**src/rtl/mac_pkg.sv**
```systemverilog
// -----------------------------------------------------------------------------
// mac_pkg
// Shared definitions for the MAC accumulate pipeline: default widths and the
// saturation-bound helpers used by the accumulate stage.
// No ports (package).
// -----------------------------------------------------------------------------
package mac_pkg;

    localparam int MAC_IN_W  = 8;
    localparam int MAC_ACC_W = 24;
    localparam int MAC_CNT_W = 10;

    // Largest value an acc_w-bit accumulator can hold, returned in 64 bits;
    // the caller truncates to acc_w. Valid for acc_w up to 63.
    function automatic logic [63:0] sat_max(input int acc_w, input logic is_signed);
        logic [63:0] one_v;
        one_v = 64'd1;
        if (is_signed) begin
            return (one_v << (acc_w - 1)) - 64'd1;
        end else begin
            return (one_v << acc_w) - 64'd1;
        end
    endfunction

    // Smallest value an acc_w-bit accumulator can hold (two's complement when
    // signed), returned in 64 bits; the caller truncates to acc_w.
    function automatic logic [63:0] sat_min(input int acc_w, input logic is_signed);
        logic [63:0] one_v;
        one_v = 64'd1;
        if (is_signed) begin
            return ~((one_v << (acc_w - 1)) - 64'd1);
        end else begin
            return 64'd0;
        end
    endfunction

endpackage

```
**src/rtl/mac_mult_stage.sv**
```systemverilog
// -----------------------------------------------------------------------------
// mac_mult_stage
// Operand register (S1) followed by the registered multiplier (S2).
// Ports:
//   clk, rst          clock, synchronous active-high reset
//   en                pipeline advance; both stages hold when low
//   in_fire           a beat is accepted this cycle
//   a, b, in_last     operand beat
//   prod              registered product, 2*IN_W bits
//   v2, last2         product valid / product belongs to the last beat
// -----------------------------------------------------------------------------
module mac_mult_stage
    import mac_pkg::*;
#(
    parameter int IN_W   = MAC_IN_W,
    parameter int SIGNED = 1
) (
    input  logic              clk,
    input  logic              rst,
    input  logic              en,
    input  logic              in_fire,
    input  logic [IN_W-1:0]   a,
    input  logic [IN_W-1:0]   b,
    input  logic              in_last,
    output logic [2*IN_W-1:0] prod,
    output logic              v2,
    output logic              last2
);

    logic [IN_W-1:0]   a_r;
    logic [IN_W-1:0]   b_r;
    logic              v1_r;
    logic              last1_r;
    logic [2*IN_W-1:0] prod_r;
    logic              v2_r;
    logic              last2_r;
    logic [2*IN_W-1:0] a_ext_s;
    logic [2*IN_W-1:0] b_ext_s;
    logic [2*IN_W-1:0] prod_s;

    // Widen operands to product width; the low 2*IN_W bits of the product of
    // the extended values equal the exact signed or unsigned product.
    always_comb begin
        a_ext_s = {{IN_W{1'b0}}, a_r};
        b_ext_s = {{IN_W{1'b0}}, b_r};
        if (SIGNED != 0) begin
            a_ext_s = {{IN_W{a_r[IN_W-1]}}, a_r};
            b_ext_s = {{IN_W{b_r[IN_W-1]}}, b_r};
        end else begin
            a_ext_s = {{IN_W{1'b0}}, a_r};
            b_ext_s = {{IN_W{1'b0}}, b_r};
        end
        prod_s = a_ext_s * b_ext_s;
    end

    // S1 operand capture and S2 product register, frozen together with en.
    always_ff @(posedge clk) begin
        if (rst) begin
            a_r     <= {IN_W{1'b0}};
            b_r     <= {IN_W{1'b0}};
            v1_r    <= 1'b0;
            last1_r <= 1'b0;
            prod_r  <= {(2*IN_W){1'b0}};
            v2_r    <= 1'b0;
            last2_r <= 1'b0;
        end else if (en) begin
            a_r     <= a;
            b_r     <= b;
            v1_r    <= in_fire;
            // in_last without an accepted beat must not close a vector
            last1_r <= in_last & in_fire;
            prod_r  <= prod_s;
            v2_r    <= v1_r;
            last2_r <= last1_r;
        end else begin
            a_r     <= a_r;
            b_r     <= b_r;
            v1_r    <= v1_r;
            last1_r <= last1_r;
            prod_r  <= prod_r;
            v2_r    <= v2_r;
            last2_r <= last2_r;
        end
    end

    assign prod  = prod_r;
    assign v2    = v2_r;
    assign last2 = last2_r;

endmodule

```
**src/rtl/mac_accum_pipeline.sv**
```systemverilog
// -----------------------------------------------------------------------------
// mac_accum_pipeline
// 3-stage pipelined multiply-accumulate engine. Accumulates a*b over a vector
// terminated by in_last and emits one dot product per vector with its beat
// count and a sticky overflow flag.
// Ports:
//   clk, rst                    clock, synchronous active-high reset
//   in_valid/in_ready           operand beat handshake
//   a, b, in_last               operands and end-of-vector marker
//   out_valid/out_ready         result handshake (result held until taken)
//   out_data, out_len, out_ovf  dot product, beat count, overflow seen
// -----------------------------------------------------------------------------
module mac_accum_pipeline
    import mac_pkg::*;
#(
    parameter int IN_W   = MAC_IN_W,
    parameter int ACC_W  = MAC_ACC_W,
    parameter int SIGNED = 1,
    parameter int SAT    = 1,
    parameter int CNT_W  = MAC_CNT_W
) (
    input  logic             clk,
    input  logic             rst,
    input  logic             in_valid,
    output logic             in_ready,
    input  logic [IN_W-1:0]  a,
    input  logic [IN_W-1:0]  b,
    input  logic             in_last,
    output logic             out_valid,
    input  logic             out_ready,
    output logic [ACC_W-1:0] out_data,
    output logic [CNT_W-1:0] out_len,
    output logic             out_ovf
);

    localparam int PROD_W = 2 * IN_W;
    localparam int EXT_W  = ACC_W + 1 - PROD_W;
    localparam logic [ACC_W-1:0] SAT_MAX_C = ACC_W'(sat_max(ACC_W, SIGNED != 0));
    localparam logic [ACC_W-1:0] SAT_MIN_C = ACC_W'(sat_min(ACC_W, SIGNED != 0));

    if (ACC_W < 2 * IN_W) begin : g_width_check
        $error("mac_accum_pipeline: ACC_W must be >= 2*IN_W");
    end

    logic              en_s;
    logic              fire_s;
    logic [PROD_W-1:0] prod_s;
    logic              v2_s;
    logic              last2_s;
    logic [ACC_W:0]    prod_ext_s;
    logic [ACC_W:0]    acc_ext_s;
    logic [ACC_W:0]    sum_s;
    logic              ovf_s;
    logic [ACC_W-1:0]  result_s;

    logic [ACC_W-1:0]  acc_r;
    logic [CNT_W-1:0]  cnt_r;
    logic              sticky_r;
    logic              out_valid_r;
    logic [ACC_W-1:0]  out_data_r;
    logic [CNT_W-1:0]  out_len_r;
    logic              out_ovf_r;

    // A held, untaken result stalls every stage including the input.
    assign en_s     = ~(out_valid_r & ~out_ready);
    assign in_ready = en_s;
    assign fire_s   = in_valid & en_s;

    mac_mult_stage #(
        .IN_W   (IN_W),
        .SIGNED (SIGNED)
    ) u_mult (
        .clk     (clk),
        .rst     (rst),
        .en      (en_s),
        .in_fire (fire_s),
        .a       (a),
        .b       (b),
        .in_last (in_last),
        .prod    (prod_s),
        .v2      (v2_s),
        .last2   (last2_s)
    );

    // S3 datapath: one guard bit above ACC_W exposes overflow; saturate or wrap.
    always_comb begin
        prod_ext_s = {{EXT_W{1'b0}}, prod_s};
        acc_ext_s  = {1'b0, acc_r};
        if (SIGNED != 0) begin
            prod_ext_s = {{EXT_W{prod_s[PROD_W-1]}}, prod_s};
            acc_ext_s  = {acc_r[ACC_W-1], acc_r};
        end else begin
            prod_ext_s = {{EXT_W{1'b0}}, prod_s};
            acc_ext_s  = {1'b0, acc_r};
        end
        sum_s = acc_ext_s + prod_ext_s;
        if (SIGNED != 0) begin
            ovf_s = sum_s[ACC_W] ^ sum_s[ACC_W-1];
        end else begin
            ovf_s = sum_s[ACC_W];
        end
        if (ovf_s && (SAT != 0)) begin
            // the guard bit holds the true sign; unsigned overflow is always upward
            if ((SIGNED != 0) && sum_s[ACC_W]) begin
                result_s = SAT_MIN_C;
            end else begin
                result_s = SAT_MAX_C;
            end
        end else begin
            result_s = sum_s[ACC_W-1:0];
        end
    end

    // Accumulator, beat counter, sticky overflow and the result register.
    always_ff @(posedge clk) begin
        if (rst) begin
            acc_r       <= {ACC_W{1'b0}};
            cnt_r       <= {CNT_W{1'b0}};
            sticky_r    <= 1'b0;
            out_valid_r <= 1'b0;
            out_data_r  <= {ACC_W{1'b0}};
            out_len_r   <= {CNT_W{1'b0}};
            out_ovf_r   <= 1'b0;
        end else if (en_s) begin
            // en_s implies any held result is being taken this edge
            out_valid_r <= v2_s & last2_s;
            if (v2_s && last2_s) begin
                out_data_r <= result_s;
                out_len_r  <= cnt_r + CNT_W'(1);
                out_ovf_r  <= sticky_r | ovf_s;
                acc_r      <= {ACC_W{1'b0}};
                cnt_r      <= {CNT_W{1'b0}};
                sticky_r   <= 1'b0;
            end else if (v2_s) begin
                acc_r    <= result_s;
                cnt_r    <= cnt_r + CNT_W'(1);
                sticky_r <= sticky_r | ovf_s;
            end else begin
                acc_r    <= acc_r;
                cnt_r    <= cnt_r;
                sticky_r <= sticky_r;
            end
        end else begin
            out_valid_r <= out_valid_r;
            acc_r       <= acc_r;
            cnt_r       <= cnt_r;
            sticky_r    <= sticky_r;
        end
    end

    assign out_valid = out_valid_r;
    assign out_data  = out_data_r;
    assign out_len   = out_len_r;
    assign out_ovf   = out_ovf_r;

endmodule

```
**config.mk**
```make
export PLATFORM = sky130hd
export DESIGN_NAME = mac_accum_pipeline
export DESIGN_NICKNAME = d
export VERILOG_FILES = /design/src/rtl/mac_pkg.sv /design/src/rtl/mac_mult_stage.sv /design/src/rtl/mac_accum_pipeline.sv
export SDC_FILE = /design/constraint.sdc
export NUM_CORES = 1
export LEC_CHECK = 0
export BUFFER_PORTS_ARGS = -buffer_cell sky130_fd_sc_hd__buf_4
export CORE_ASPECT_RATIO = 1.2
export CORE_MARGIN = 4
export CORE_UTILIZATION = 56
export DETAILED_ROUTE_END_ITERATION = 6
export PLACE_DENSITY = 0.79
export SETUP_SLACK_MARGIN = 0.4
export SLEW_MARGIN = 10
export SYNTH_ARGS = -nofsm -noshare
export SYNTH_HDL_FRONTEND = slang
export SYNTH_HIERARCHICAL = 1
export SYNTH_SLANG_ARGS = --single-unit
```
**constraint.sdc**
```tcl
create_clock -name clk -period 8.4 [get_ports clk]
set_input_delay 2.52 -clock clk [delete_from_list [all_inputs] [get_ports clk]]
set_output_delay 2.52 -clock clk [all_outputs]
set_load 0.005 [all_outputs]
```
==> report_table.html, run 1 <==
<table>
<tr><th>Metric</th><th>Value</th></tr>
<tr><th colspan="2">Setup path</th></tr>
<tr><td>WP data arrival</td><td>3.38 ns</td></tr>
<tr><td>Maximum single-stage delay on the critical path</td><td>0.48 ns</td></tr>
<tr><td>Gate family responsible for the most delay along the worst path</td><td>buffers and inverters</td></tr>
<tr><td>Cell type with the highest occurrence count on the critical path</td><td>sky130_fd_sc_hd__buf_4</td></tr>
<tr><td>Data required time at the worst endpoint</td><td>5.88 ns</td></tr>
<tr><td>Nature of the critical path startpoint</td><td>primary input</td></tr>
<tr><td>Highest fanout seen on the critical path</td><td>45</td></tr>
<tr><td>Crit path max-delay cell type</td><td>sky130_fd_sc_hd__buf_4</td></tr>
<tr><td>Critical path class</td><td>in -&gt; out</td></tr>
<tr><td>Count of buffering cells on the critical path with inverters included</td><td>3</td></tr>
<tr><td>Critical Path, Cell by Cell</td><td>buf_4 -&gt; nand2b_2 -&gt; buf_4 -&gt; buf_4</td></tr>
<tr><td>Worst-case register-to-register setup slack</td><td>3.69 ns</td></tr>
<tr><td>Element type at the critical path end</td><td>primary output</td></tr>
<tr><th colspan="2">Final layout</th></tr>
<tr><td>Final #Nets</td><td>1088</td></tr>
<tr><td>Final Non-Filler Cells</td><td>1133</td></tr>
<tr><td>Area growth from synthesis to layout</td><td>10.2%</td></tr>
<tr><td>Final Core Density</td><td>63.4%</td></tr>
<tr><td># fillers</td><td>1218</td></tr>
<tr><td>Multi-input gate area</td><td>5330 µm²</td></tr>
<tr><td>Sequential cell area</td><td>2140 µm²</td></tr>
<tr><td>Post-route design area</td><td>8830 µm²</td></tr>
<tr><td>Antenna Diode Count</td><td>0</td></tr>
<tr><td>Share of post-route cells with drive strength above 1</td><td>11.1%</td></tr>
<tr><th colspan="2">Floorplan</th></tr>
<tr><td>Area of the core</td><td>13900 µm²</td></tr>
<tr><td>Starting Density</td><td>57.5%</td></tr>
<tr><td>Total Die Area</td><td>16300 µm²</td></tr>
<tr><td>Die Ht</td><td>139 µm</td></tr>
<tr><td>Total number of placement rows</td><td>47</td></tr>
<tr><td>Number of ports placed on the die boundary</td><td>58</td></tr>
<tr><td>Horizontal extent of the die</td><td>117 µm</td></tr>
<tr><th colspan="2">STA</th></tr>
<tr><td>Setup skew after layout</td><td>0.00863 ns</td></tr>
<tr><td>Total Negative Setup Slacks</td><td>0 ns</td></tr>
<tr><td>Number of slew-limit violations in the final report</td><td>0</td></tr>
<tr><td>Fin worst setup slack</td><td>2.50 ns</td></tr>
<tr><td>Pin slew with the least headroom to its limit</td><td>0.864 ns</td></tr>
<tr><td>Setup repair after global routing missed its margin</td><td>false</td></tr>
<tr><td>Final Cycle Share</td><td>70.3%</td></tr>
<tr><td>Fin crit period</td><td>5.90 ns</td></tr>
<tr><td>Worst hold slack across all endpoints</td><td>0.470 ns</td></tr>
<tr><td>Count of endpoints failing setup in the final report</td><td>0</td></tr>
<tr><td>Rel. slew slack</td><td>42.4%</td></tr>
<tr><td>Max Freq</td><td>0.169 GHz</td></tr>
<tr><td>Number of endpoints with negative hold slack in the final report</td><td>0</td></tr>
<tr><th colspan="2">Clock network</th></tr>
<tr><td>Total of cells resized after clock tree synthesis</td><td>0</td></tr>
<tr><td>Sinks on the clock net</td><td>107</td></tr>
<tr><td>Clock-pin slew on the worst setup and hold paths</td><td>0.07 ns</td></tr>
<tr><td>Root buf cell</td><td>sky130_fd_sc_hd__clkbuf_16</td></tr>
<tr><td>Number of buffers created by CTS</td><td>9</td></tr>
<tr><td>CTS Buffer Depth</td><td>2</td></tr>
<tr><td>TritonCTS clock tree</td><td>done</td></tr>
<tr><td>Number of buffers added to fix hold violations after cts</td><td>0</td></tr>
<tr><td># Post-CTS Setup Buffers</td><td>0</td></tr>
<tr><td>Worst skew pair latency</td><td>0.36 ns</td></tr>
<tr><td>CTS H-tree depth</td><td>3</td></tr>
<tr><th colspan="2">Route</th></tr>
<tr><td>DRC violation total after the first TritonRoute iteration</td><td>309</td></tr>
<tr><td>Residual antenna-violating net count after detailed routing</td><td>0</td></tr>
<tr><td>Routed wire length per instance</td><td>15.5 µm</td></tr>
<tr><td>Total Wirelength</td><td>17500 µm</td></tr>
<tr><td>Via density per instance</td><td>5.65</td></tr>
<tr><td>First-pass iteration count of the detailed router</td><td>5</td></tr>
<tr><td>DRC viols</td><td>0</td></tr>
<tr><td>Overall via count from detail_route</td><td>6402</td></tr>
<tr><th colspan="2">GRT</th></tr>
<tr><td>Met1 track utilization from global routing</td><td>29.9%</td></tr>
<tr><td>Number of global-route vias before repair</td><td>6465</td></tr>
<tr><td>Met2 Track Usage GR</td><td>39.5%</td></tr>
<tr><td>Initial antenna violation count</td><td>0</td></tr>
<tr><td>Global-route wire length before repair</td><td>30500 µm</td></tr>
<tr><td>Global route total overflow</td><td>0</td></tr>
<tr><td>Pin count of the biggest net entering global routing</td><td>76</td></tr>
<tr><td>Gr usage total</td><td>22.9%</td></tr>
<tr><td>Most heavily used metal layer in global routing</td><td>met2</td></tr>
<tr><td>Met3 usage</td><td>3.23%</td></tr>
<tr><th colspan="2">Synthesis</th></tr>
<tr><td>Fraction of synthesis flops using an asynchronous set or reset pin</td><td>0%</td></tr>
<tr><td>Syn Inst Count</td><td>922</td></tr>
<tr><td>Number of storage elements in the synthesis netlist</td><td>107</td></tr>
<tr><td>Synthesized area</td><td>8020 µm²</td></tr>
<tr><td>Most common flop cell mapped by yosys</td><td>sky130_fd_sc_hd__dfxtp_1</td></tr>
<tr><td>Mapped Nets</td><td>1053</td></tr>
<tr><td>Number of enable flip-flop cells after synthesis</td><td>0</td></tr>
<tr><td>Post-Synthesis Mean Instance Area</td><td>8.69 µm²</td></tr>
<tr><td>Synthesis Warnings</td><td>6</td></tr>
<tr><td>Cell variety after synth</td><td>68</td></tr>
<tr><td>Portion of the post-synthesis area used by sequential elements</td><td>26.7%</td></tr>
<tr><th colspan="2">Power and ir drop</th></tr>
<tr><td>Ratio of total power to cell area</td><td>160 nW/µm²</td></tr>
<tr><td>Pleak</td><td>3.98 nW</td></tr>
<tr><td>Final Power</td><td>1.42 mW</td></tr>
<tr><td>Maximum ir drop on the vdd rail</td><td>0.000128 V</td></tr>
<tr><th colspan="2">Place</th></tr>
<tr><td>Placed instance count</td><td>1117</td></tr>
<tr><td>Detailed Place HPWL</td><td>13200 µm</td></tr>
<tr><td># port buffers</td><td>57</td></tr>
<tr><td>Setup WS pre-CTS</td><td>2.49 ns</td></tr>
<tr><td>Area post-placement</td><td>8510 µm²</td></tr>
<tr><td>Final weighted congestion in routability-driven placement</td><td>0.926</td></tr>
<tr><th colspan="2">Job</th></tr>
<tr><td>Max capacitance violation total</td><td>0</td></tr>
<tr><th colspan="2">Hold path</th></tr>
<tr><td>Hold WC Path Type</td><td>reg -&gt; reg</td></tr>
<tr><th colspan="2">Run status</th></tr>
<tr><td>Run status</td><td>complete, no violations</td></tr>
</table>
-- layer usage --
metal | wire, µm | vias to the layer above
li1 | - | 3209
met1 | 7780 | 3069
met2 | 8990 | 102
met3 | 493 | 22
met4 | 260 | 0
met5 | 0 | -
-- path summary, 6_finish.rpt --
kind,from,end,cells after the start
max,out_ready,in_ready,4
max reg2reg,u_mult/b_r[7],u_mult/prod[15],13
min reg2reg,u_mult/last1_r,u_mult/last1_r,2
min,u_mult/last1_r,u_mult/last1_r,2
-- worst register-to-register path, cell delays in order (launching register included) --
cell	delay, ns
sky130_fd_sc_hd__dfxtp_1	0.53
sky130_fd_sc_hd__nor2b_1	0.24
sky130_fd_sc_hd__fa_1	0.45
sky130_fd_sc_hd__fa_1	0.52
sky130_fd_sc_hd__fa_1	0.55
sky130_fd_sc_hd__inv_1	0.06
sky130_fd_sc_hd__fa_1	0.53
sky130_fd_sc_hd__inv_1	0.04
sky130_fd_sc_hd__ha_1	0.39
sky130_fd_sc_hd__a2111oi_2	0.37
sky130_fd_sc_hd__o21ai_1	0.17
sky130_fd_sc_hd__a221oi_4	0.31
sky130_fd_sc_hd__a2111oi_1	0.15
sky130_fd_sc_hd__a2111oi_2	0.33
-- cell usage after synthesis, drive strengths merged, types with 3 or more instances --
library cell / n / area share (%)
o31ai: 4 / 0.55
a211oi: 36 / 3.9
a21oi: 45 / 2.8
mux2i: 23 / 2.9
inv: 101 / 4.7
nand2b: 9 / 0.70
nor2: 102 / 4.9
nand4: 7 / 0.62
xnor2: 21 / 2.3
clkbuf: 20 / 0.95
a31oi: 6 / 0.73
o211ai: 25 / 2.4
ha: 54 / 8.4
nor2b: 12 / 0.97
a21o: 7 / 0.66
nand2: 84 / 4.0
and2: 49 / 3.8
dfxtp: 107 / 27
o21ai: 32 / 2.0
xor2: 13 / 1.4
o21a: 3 / 0.30
o31a: 3 / 0.33
fa: 56 / 14
nor3: 12 / 0.75
or3: 4 / 0.31
a311oi: 3 / 0.33
o22ai: 3 / 0.23
buf: 16 / 1.2
a22oi: 4 / 0.37
o21bai: 6 / 0.56
a2111oi: 8 / 1.6
and3: 10 / 0.78
nand3: 17 / 1.1
-- kinds of logic (layout without fill, tap and decap cells) --
logic type	Yosys count	after routing	synth area share, %
flip-flops	107	107	26.7
buffers and inverters	137	177	6.88
AND/OR/NAND/NOR	313	313	18.8
adder cells (fa/ha/maj)	110	110	22.4
AO/OA/AOI/OAI	197	197	18.4
XOR/XNOR	34	34	3.72
multiplexers	24	24	3.01
-- cell type report --
type,count,area share [%]
multi-input combinational,678,60.3
sequential,107,24.2
timing repair buffer,60,5.10
inverter,101,4.29
clock buffer,9,2.55
tap,171,2.42
clock inverter,7,1.12
-- registers in the layout (all words and copies together), names as in the netlist --
signal	flops
acc_r	24
cnt_r	10
out_data	24
out_len	10
out_ovf	1
out_valid	1
sticky_r	1
u_mult/a_r	8
u_mult/b_r	8
u_mult/last1_r	1
u_mult/last2	1
u_mult/prod	16
u_mult/v1_r	1
u_mult/v2	1
-- cell usage in the layout, fill, tap and decap left out, drive strengths merged, types with 3 or more instances in the layout --
cell and count:
dfxtp 107, inv 103, nor2 102, nand2 84
buf 60, fa 56, ha 54, and2 49
a21oi 45, a211oi 36, o21ai 32, o211ai 25
mux2i 23, xnor2 21, nand3 17, xor2 13
nor3 12, nor2b 12, and3 10, clkbuf 9
nand2b 9, a2111oi 8, a21o 7, nand4 7
o21bai 6, a31oi 6, or3 4, a22oi 4
o31ai 4, o22ai 3, o31a 3, a311oi 3
o21a 3
-- report_power, final --
group          internal, mW  total (mW)  switching [mW]
Combinational         0.154       0.383           0.229
Sequential            0.534       0.564          0.0301
Clock                 0.264       0.471           0.207
Total                 0.951        1.42           0.467
No activity file was read; power rests on OpenSTA's default activity.
==> run 2, diff against run 1 <==
Clock period 8.4 ns to 5.7 ns, I/O delays scaled along.
==> run 2 against run 1 <==
  * Wire length increased by 1.8%
  * Global-route usage increased by 0.51 points
  * Worst hold slack got worse by 0.0067 ns
  * Core utilization decreased by 0.20 points
==> report_table.html, run 2 (synthesis results as in run 1) <==
<table>
<tr><th>Metric</th><th>Value</th></tr>
<tr><th colspan="2">GRT</th></tr>
<tr><td>Pin count of the biggest net entering global routing</td><td>53</td></tr>
<tr><td>Global route total overflow</td><td>0</td></tr>
<tr><td>Number of global-route vias before repair</td><td>6535</td></tr>
<tr><td>Gr usage total</td><td>23.4%</td></tr>
<tr><td>Initial antenna violation count</td><td>0</td></tr>
<tr><td>Global-route wire length before repair</td><td>31000 µm</td></tr>
<tr><th colspan="2">Setup path</th></tr>
<tr><td>Highest fanout seen on the critical path</td><td>10</td></tr>
<tr><td>Crit. Startpoint</td><td>u_mult/b_r[7]</td></tr>
<tr><td>Element type at the critical path end</td><td>flop</td></tr>
<tr><td>Data required time at the worst endpoint</td><td>5.96 ns</td></tr>
<tr><td>Critical path class</td><td>reg -&gt; reg</td></tr>
<tr><td>Launch point of the worst reg-to-reg path</td><td>u_mult/b_r[7]</td></tr>
<tr><td>WP data arrival</td><td>5.03 ns</td></tr>
<tr><td>Nature of the critical path startpoint</td><td>flop</td></tr>
<tr><td>Worst-case register-to-register setup slack</td><td>0.93 ns</td></tr>
<tr><th colspan="2">Floorplan</th></tr>
<tr><td>Starting Density</td><td>57.5%</td></tr>
<tr><td>Area of the core</td><td>13900 µm²</td></tr>
<tr><td>Number of ports placed on the die boundary</td><td>58</td></tr>
<tr><td>Total number of placement rows</td><td>47</td></tr>
<tr><td>Horizontal extent of the die</td><td>117 µm</td></tr>
<tr><td>Total Die Area</td><td>16300 µm²</td></tr>
<tr><td>Die Ht</td><td>139 µm</td></tr>
<tr><th colspan="2">Route</th></tr>
<tr><td>Routed wire length per instance</td><td>15.7 µm</td></tr>
<tr><td>Overall via count from detail_route</td><td>6445</td></tr>
<tr><td>DRC violation total after the first TritonRoute iteration</td><td>357</td></tr>
<tr><td>Total Wirelength</td><td>17800 µm</td></tr>
<tr><td>Residual antenna-violating net count after detailed routing</td><td>0</td></tr>
<tr><td>Via density per instance</td><td>5.69</td></tr>
<tr><td>First-pass iteration count of the detailed router</td><td>4</td></tr>
<tr><td>DRC viols</td><td>0</td></tr>
<tr><th colspan="2">Clock network</th></tr>
<tr><td>Worst skew pair latency</td><td>0.37 ns</td></tr>
<tr><td># Post-CTS Setup Buffers</td><td>0</td></tr>
<tr><td>CTS H-tree depth</td><td>3</td></tr>
<tr><td>Number of buffers created by CTS</td><td>9</td></tr>
<tr><td>TritonCTS clock tree</td><td>done</td></tr>
<tr><td>Root buf cell</td><td>sky130_fd_sc_hd__clkbuf_16</td></tr>
<tr><td>Number of buffers added to fix hold violations after cts</td><td>0</td></tr>
<tr><td>Total of cells resized after clock tree synthesis</td><td>0</td></tr>
<tr><td>Clock-pin slew on the worst setup and hold paths</td><td>0.07 ns</td></tr>
<tr><td>Sinks on the clock net</td><td>107</td></tr>
<tr><td>CTS Buffer Depth</td><td>2</td></tr>
<tr><th colspan="2">STA</th></tr>
<tr><td>Number of endpoints with negative hold slack in the final report</td><td>0</td></tr>
<tr><td>Count of endpoints failing setup in the final report</td><td>0</td></tr>
<tr><td>Rel. slew slack</td><td>39.1%</td></tr>
<tr><td>Worst hold slack across all endpoints</td><td>0.463 ns</td></tr>
<tr><td>Pin slew with the least headroom to its limit</td><td>0.914 ns</td></tr>
<tr><td>Final Cycle Share</td><td>83.6%</td></tr>
<tr><td>Number of slew-limit violations in the final report</td><td>0</td></tr>
<tr><td>Fin worst setup slack</td><td>0.934 ns</td></tr>
<tr><td>Setup skew after layout</td><td>0.0116 ns</td></tr>
<tr><td>Max Freq</td><td>0.210 GHz</td></tr>
<tr><td>Fin crit period</td><td>4.77 ns</td></tr>
<tr><td>Setup repair after global routing missed its margin</td><td>false</td></tr>
<tr><td>Total Negative Setup Slacks</td><td>0 ns</td></tr>
<tr><th colspan="2">Final layout</th></tr>
<tr><td>Area growth from synthesis to layout</td><td>9.88%</td></tr>
<tr><td>Final #Nets</td><td>1088</td></tr>
<tr><td>Final Core Density</td><td>63.2%</td></tr>
<tr><td>Leading cell type in the layout, fill and taps excluded</td><td>sky130_fd_sc_hd__dfxtp_1</td></tr>
<tr><td># fillers</td><td>1195</td></tr>
<tr><td>Leading cell types in the layout, fill and taps excluded</td><td>sky130_fd_sc_hd__dfxtp_1, sky130_fd_sc_hd__inv_1, sky130_fd_sc_hd__nor2_1</td></tr>
<tr><td>Share of post-route cells with drive strength above 1</td><td>10.9%</td></tr>
<tr><td>Antenna Diode Count</td><td>0</td></tr>
<tr><th colspan="2">Place</th></tr>
<tr><td># port buffers</td><td>57</td></tr>
<tr><td>Final weighted congestion in routability-driven placement</td><td>0.880</td></tr>
<tr><td>Setup WS pre-CTS</td><td>0.974 ns</td></tr>
<tr><td>Detailed Place HPWL</td><td>13500 µm</td></tr>
<tr><th colspan="2">Job</th></tr>
<tr><td>Max capacitance violation total</td><td>0</td></tr>
<tr><th colspan="2">Power and ir drop</th></tr>
<tr><td>Pleak</td><td>3.96 nW</td></tr>
<tr><td>Maximum ir drop on the vdd rail</td><td>0.000177 V</td></tr>
<tr><td>Ratio of total power to cell area</td><td>232 nW/µm²</td></tr>
<tr><th colspan="2">Hold path</th></tr>
<tr><td>Hold WC Path Type</td><td>reg -&gt; reg</td></tr>
<tr><td>Hold Startpoint</td><td>acc_r[23]</td></tr>
<tr><th colspan="2">Run status</th></tr>
<tr><td>Run status</td><td>complete, no violations</td></tr>
</table>
-- run 2: where the power goes --
group | total [mW] | switching [mW] | internal, mW | leakage (nW)
combinational | 0.569 | 0.343 | 0.226 | 2.95
sequential | 0.828 | 0.0417 | 0.787 | 0.871
clock | 0.643 | 0.291 | 0.352 | 0.139
total | 2.04 | 0.675 | 1.37 | 3.96
-- run 2: final timing paths --
path | end | depth (start not counted)
setup / recovery | u_mult/prod[15] | 13
hold / removal | acc_r[23] | 2
setup reg to reg | u_mult/prod[15] | 13
hold reg to reg | acc_r[23] | 2
-- run 2: per-layer routing --
layer	wire, µm	part of all wire, %	vias up	GRT usage (%)
li1	-	-	3205	-
met1	7850	44	3071	30.2
met2	8900	50	137	39.4
met3	703	3.9	32	3.54
met4	387	2.2	0	8.21
met5	0	0	-	0
-- run 2: final cells by class --
cell class / count / area, µm² / share of cell area (%)
timing repair buffer: 60 / 450 / 5.11
tap: 171 / 214 / 2.43
sequential: 107 / 2140 / 24.3
inverter: 101 / 379 / 4.30
multi-input combinational: 678 / 5330 / 60.5
clock buffer: 12 / 246 / 2.80
clock inverter: 4 / 50.0 / 0.568
-- run 2: metrics by stage --
stage               std cells  power, mW  instance area [µm²]
CTS                      1133       2.05                 8810
finish                   1133       2.04                 8810
global placement         1117       1.39                 8510
detailed placement       1117       1.41                 8510
floorplan                 922       1.28                 8020
global route             1133       2.17                 8810
-- run 2: critical path, stage by stage, from the launching register on --
cell and delay (ns):
sky130_fd_sc_hd__dfxtp_1 0.51, sky130_fd_sc_hd__nor2b_1 0.25, sky130_fd_sc_hd__fa_1 0.46, sky130_fd_sc_hd__fa_1 0.52, sky130_fd_sc_hd__fa_1 0.55, sky130_fd_sc_hd__inv_1 0.06, sky130_fd_sc_hd__fa_1 0.52, sky130_fd_sc_hd__inv_1 0.04
sky130_fd_sc_hd__ha_1 0.38, sky130_fd_sc_hd__a2111oi_2 0.39, sky130_fd_sc_hd__o21ai_1 0.18, sky130_fd_sc_hd__a221oi_4 0.33, sky130_fd_sc_hd__a2111oi_1 0.15, sky130_fd_sc_hd__a2111oi_2 0.33
